`config.mk`:
```
export PLATFORM = sky130hd
export DESIGN_NAME = fifo_sync
export DESIGN_NICKNAME = d
export VERILOG_FILES = /design/src/rtl/fifo_sync_pkg.sv /design/src/rtl/fifo_sync.sv
export SDC_FILE = /design/constraint.sdc
export NUM_CORES = 1
export LEC_CHECK = 0
export BUFFER_PORTS_ARGS = -buffer_cell sky130_fd_sc_hd__buf_2
export CAP_MARGIN = 20
export CORE_MARGIN = 2
export CORE_UTILIZATION = 50
export DETAILED_ROUTE_END_ITERATION = 8
export GPL_ROUTABILITY_DRIVEN = 0
export GPL_TIMING_DRIVEN = 0
export PLACE_DENSITY = 0.66
export SETUP_SLACK_MARGIN = 0.1
export SLEW_MARGIN = 20
export SYNTH_ARGS = -nofsm -noshare
export SYNTH_HDL_FRONTEND = slang
export SYNTH_SLANG_ARGS = --single-unit
```
`constraint.sdc`:
```
create_clock -name clk_i -period 3.35 [get_ports clk_i]
set_input_delay 1.005 -clock clk_i [delete_from_list [all_inputs] [get_ports clk_i]]
set_output_delay 1.005 -clock clk_i [all_outputs]
set_load 0.02 [all_outputs]
```
`src/rtl/fifo_sync_pkg.sv`:
```
// Shared defaults for the single-clock FIFO.
package fifo_sync_pkg;

    localparam int DEF_DATA_WIDTH = 8;
    localparam int DEF_ADDR_BITS  = 4;

endpackage : fifo_sync_pkg

```
`src/rtl/fifo_sync.sv`:
```
// Single-clock synchronous FIFO with full/empty flags and a registered read port.
// Pointers carry one extra wrap bit so full and empty can be told apart without a counter.
module fifo_sync
    import fifo_sync_pkg::*;
#(
    parameter int DATA_WIDTH = DEF_DATA_WIDTH,
    parameter int ADDR_BITS  = DEF_ADDR_BITS
) (
    input  logic                  clk_i,
    input  logic                  resetn_i,
    input  logic [DATA_WIDTH-1:0] data_in,
    input  logic                  w_en,
    input  logic                  r_en,
    output logic [DATA_WIDTH-1:0] data_out,
    output logic                  fifo_empty,
    output logic                  fifo_full
);

    localparam int N_REGS = 2 ** ADDR_BITS;
    localparam logic [ADDR_BITS:0] PTR_ONE = {{ADDR_BITS{1'b0}}, 1'b1};

    // Storage and pointer state (names are probed hierarchically by benches).
    logic [DATA_WIDTH-1:0] fifo_mem_reg [0:N_REGS-1];
    logic [ADDR_BITS:0]    w_ptr_r;
    logic [ADDR_BITS:0]    r_ptr_r;
    logic                  w_en_r;
    logic                  r_en_r;

    logic [ADDR_BITS:0]    w_ptr_d;
    logic [ADDR_BITS:0]    r_ptr_d;
    logic                  wr_accept;
    logic                  rd_accept;
    logic [ADDR_BITS-1:0]  w_addr;
    logic [ADDR_BITS-1:0]  r_addr;

    assign w_addr = w_ptr_r[ADDR_BITS-1:0];
    assign r_addr = r_ptr_r[ADDR_BITS-1:0];

    // Status flags straight from the pointers: equal means empty, same slot on opposite laps means full.
    assign fifo_empty = (w_ptr_r == r_ptr_r);
    assign fifo_full  = (w_addr == r_addr) && (w_ptr_r[ADDR_BITS] != r_ptr_r[ADDR_BITS]);

    // A read frees a slot in the same edge, so a full FIFO may still take a write alongside a read.
    // An empty FIFO never accepts a read, so there is no write-to-read bypass.
    assign rd_accept = r_en && !fifo_empty;
    assign wr_accept = w_en && (!fifo_full || rd_accept);

    // Next-state pointers; each advances by one on an accepted operation, wrapping modulo 2**(ADDR_BITS+1).
    always_comb begin
        // NOTE: every always_comb output gets a default first so no path leaves it unassigned (no latch).
        w_ptr_d = w_ptr_r;
        r_ptr_d = r_ptr_r;
        if (wr_accept) w_ptr_d = w_ptr_r + PTR_ONE;
        if (rd_accept) r_ptr_d = r_ptr_r + PTR_ONE;
    end

    // Pointer, read-data and debug enable registers.
    always_ff @(posedge clk_i or negedge resetn_i) begin
        if (!resetn_i) begin
            w_ptr_r  <= '0;
            r_ptr_r  <= '0;
            data_out <= '0;
            w_en_r   <= 1'b0;
            r_en_r   <= 1'b0;
        end else begin
            // NOTE: non-blocking assignments so every register here samples pre-edge values,
            // which is what lets a full-FIFO read return the old word while the same slot is rewritten.
            w_ptr_r <= w_ptr_d;
            r_ptr_r <= r_ptr_d;
            w_en_r  <= w_en;
            r_en_r  <= r_en;
            if (rd_accept) data_out <= fifo_mem_reg[r_addr];
        end
    end

    // Storage array write port.
    always_ff @(posedge clk_i or negedge resetn_i) begin
        if (!resetn_i) begin
            // NOTE: the array is cleared on reset because its contents are observable after reset;
            // this costs a reset net on every storage flop and rules out inferring a RAM macro.
            for (int i = 0; i < N_REGS; i++) fifo_mem_reg[i] <= '0;
        end else if (wr_accept) begin
            fifo_mem_reg[w_addr] <= data_in;
        end
    end

endmodule : fifo_sync

```
==> results.txt <==
- Sequential cell fraction of total power: 37.3%
* Largest stage delay on the critical path: 370 ps
- A synthesized cell averages 15.46 sq um.
* Summed negative setup slack over all endpoints: 0 ps
- The number of hold-slack violations in the final timing report is 0.
* Crit. End Element: primary output
* Fmax achieved: 336.5 MHz
- Shortest period the worst path allows: 2972 ps
- Worst path required time: 2340 ps
- Number of buffers inserted to repair setup after CTS: 0
- Once detail routing completed, the nets flagged for antenna violations numbered 0.
* Starting density of the core: 50.49%
- Yosys printed 0 warnings.
* Maximum fanout along the worst path: 10
* Number of global-route vias before repair: 4,108
- The number of antenna violations at the first check in global routing was 0.
- The floorplan has 43 rows.
- Across all hold checks on the routed design, the worst slack comes to 500.0 ps.
- Leak Pwr: 3.387 nW
* Highest-delay cell along the critical path: dfrtp_1
* DP Wirelength: 9.421 mm
- Measured against its own limit, the worst slew margin works out to 45.01%.
* Clock Path Buffers: 2
* Net Sw Power: 2.676 mW
* Share of synthesized cell area in full adder, half adder and majority cells: 0.9032%
* Most common cell type on the critical path: buf_2
* Clock latency at the later pin of the worst-skew pair: 420 ps
* HP Class: flop to flop
* Total number of vias: 3,860
* Compound-cell area share of the yosys netlist: 6.864%
- Number of instances resized during post-cts repair: 0
* Number of flip-flops and latches in the synthesized netlist: 146
- Util after Layout: 57.59%
- After detailed routing, the average wire length per cell comes to 20.17 um.
- Of the total synthesized cell area, the portion taken by AND, OR, NAND and NOR gates is 2.619%.
- TritonCTS built the clock tree.
- Combinational logic is responsible for 38.6% of the overall power.
- Pins Over Slew Limit: 0
- During placement, the flow inserted port buffers numbering 20.
* Unrepaired setup endpoints after global routing: no
* Areal power density over the cells: 1032 mW/mm^2
- The die covers 0.01481 sq mm.
- Number of instances in the synthesized netlist: 448
* Minimum setup slack in the final design: 377.9 ps
* Switching part of the total: 32.83%
* Master cell of the clock root buffer: clkbuf_16
- STA puts the critical path data arrival time at 1970 ps.
* Largest net degree at the start of global routing: 86
- Wire length of the first global-routing pass: 22.56 mm
- Synth Area in XOR/XNOR: 1.770%
* Startpoint types: flop
- Synthesis-to-finish area growth: 14.07%
- After synthesis, the share of cell area in mux cells is 32.84%.
- Internal portion of total power: 5.476 mW
- Vias per inst: 5.668
- When the netlist entered floorplanning its net count stood at 465.
- In the final layout, the share of cells above drive strength 1 is 50.50%.
- Number of buffers inserted by hold repair at cts: 0
- 22 I/O pins were placed.
* Max-cap check violation count: 0
- Global router's overall resource usage: 20.50%
- After clock tree synthesis, the clock-pin slew on the worst setup and hold paths is 60 ps.
* Max rail drop VDD: 0.5695 mV
- Portion of the clock cycle consumed by the worst path in the final layout: 88.72%
- Largest family of logic cells by synthesized area: multiplexers
- Count of final setup violators: 0
- Core area: 0.01372 sq mm
- After the last flow step, the layout net total stands at 505.
* Violation count after the first detailed-routing iteration: 165
- Router iterations before antenna repair: 4
* Number of remaining DRC errors: 0
- Measured along the x axis, the die boundary spans 121.7 um.
- Buffers inserted during clock tree synthesis total 17.
- The flow ran to the end, and the final reports show no timing, DRC or antenna violations.
* CTS HTree Levels: 4
* Sequential area share after synthesis: 52.75%
- The register with the most flip-flops in the layout has 128 of them.
* Cell chain of the critical path: buf_2 > xnor2_1 > nand4_2 > buf_4 > nor2_1 > buf_2
- Slew of the pin with the lowest slew margin: 824.8 ps
- Grt total ovfl: 0
- Post-synth cell types: 28
* Overall die height: 121.7 um
- Before CTS, the worst setup slack after placement is 701.8 ps.
- Summed over all layers, the routed wires come to 13.74 mm.
- Number of sinks handled by clock tree synthesis: 146
- After synthesis the cells add up to 0.006927 sq mm.
- Worst Path Class, Setup: flop to primary output
- Clock group share of total power: 24.1%
* Worst-case clock skew: 6.253 ps
- The repair_antennas step left the layout with diodes totalling 0.
-- cells in the final DEF (no fill, tap or decap), types with 3 or more instances in the layout --
master and count:
a22oi_1 16, mux2_2 138, o31ai_4 12, o31a_1 4
clkinvlp_4 3, buf_2 33, ha_1 5, bufinv_16 3
nand2_1 13, clkinv_2 4, clkbuf_16 17, mux4_2 32
nor3_1 4, xnor2_1 12, clkbuf_1 14, nor2_1 15
dfrtp_1 146
-- power groups by stage --
stage	Sequential, mW	Clock [mW]	Combinational (mW)
after floorplan	2.97	0	2.48
after global placement	3.01	0	3.09
after detailed placement	3.06	0	3.17
after CTS	3.04	1.99	3.19
after global routing	3.14	2.06	3.41
final	3.04	1.96	3.15
-- per-stage QoR --
step                power [mW]  area (sq um)  instances
floorplan                5.451          6927        448
global placement         6.091          7252        648
detailed placement       6.234          7289        649
CTS                      8.224          7901        681
global route             8.611          7901        681
finish                   8.152          7901        681
-- cell type report --
cell class	count	area (sq um)
inverters	2	7.507
well taps	180	225.2
plain buffers	32	148.9
flip-flops and latches	146	3654
repair buffers	21	137.6
fillers	1117	5818
clock inverters	13	158.9
multi-input cells	268	3117
clock buffers	19	452.9
-- cells by family after synthesis --
| kind of cell | count (synthesis) |
|---|---|
| AO/OA/AOI/OAI | 39 |
| multiplexers | 170 |
| buffers and inverters | 34 |
| AND/OR/NAND/NOR | 40 |
| adder cells (fa/ha/maj) | 5 |
| XOR/XNOR | 14 |
| flip-flops | 146 |
-- layer usage --
layer / up-vias / wire [um] / track usage, %
met3: 13 / 374 / 3.933
met4: 0 / 195 / 7.040
met5: - / 0 / 0
met2: 48 / 6742 / 32.65
met1: 2046 / 6427 / 28.56
li1: 1753 / - / -
-- Yosys cell counts --
cell       number  area (sq um)
xor2_1          2         17.52
buf_6           1         11.26
nor3_1          4         20.02
buf_4           1         7.510
nand2_1        13         48.80
xnor2_1        12         105.1
nor2_1         15         56.30
clkbuf_1       14         52.55
o211ai_1        2         15.01
o31ai_4        12         255.2
o311ai_0        2         17.52
inv_1           2         7.510
o31ai_1         1         7.510
buf_1           2         7.510
nand2b_1        2         12.51
a22oi_1        16         120.1
o2111ai_1       1         8.760
mux2_2        138          1554
ha_1            5         62.56
and2_1          1         6.260
and3_1          2         12.51
mux4_2         32         720.7
buf_2          14         70.07
o21ai_4         1         16.27
o31a_1          4         35.03
dfrtp_1       146          3654
nor2b_1         2         12.51
nand4_2         1         12.51
-- critical path: cells and delay by family (launching register included) --
family                    cells  cell delay, ps
buffers and inverters         3             640
xor gates and xnor gates      1             190
and+or+nand+nor               2             330
DFF                           1             370
-- worst paths after layout --
path / from / to / slack (ps) / depth (start not counted)
setup / recovery: r_ptr_r[0]$_DFFE_PN0P_ / fifo_empty / 380 / 6
setup reg to reg: r_ptr_r[1]$_DFFE_PN0P_ / data_out[0]$_DFFE_PN0P_ / 950 / 6
hold / removal: fifo_mem_reg[14]$_DFFE_PN0P_ / fifo_mem_reg[14]$_DFFE_PN0P_ / 500 / 1
max in group asynchronous: resetn_i / fifo_mem_reg[29]$_DFFE_PN0P_ / 2050 / 2
hold reg to reg: fifo_mem_reg[14]$_DFFE_PN0P_ / fifo_mem_reg[14]$_DFFE_PN0P_ / 500 / 1
min in group asynchronous: resetn_i / w_ptr_r[0]$_DFFE_PN0P_ / 560 / 1
Note: power is estimated with default switching activity, not from simulation.
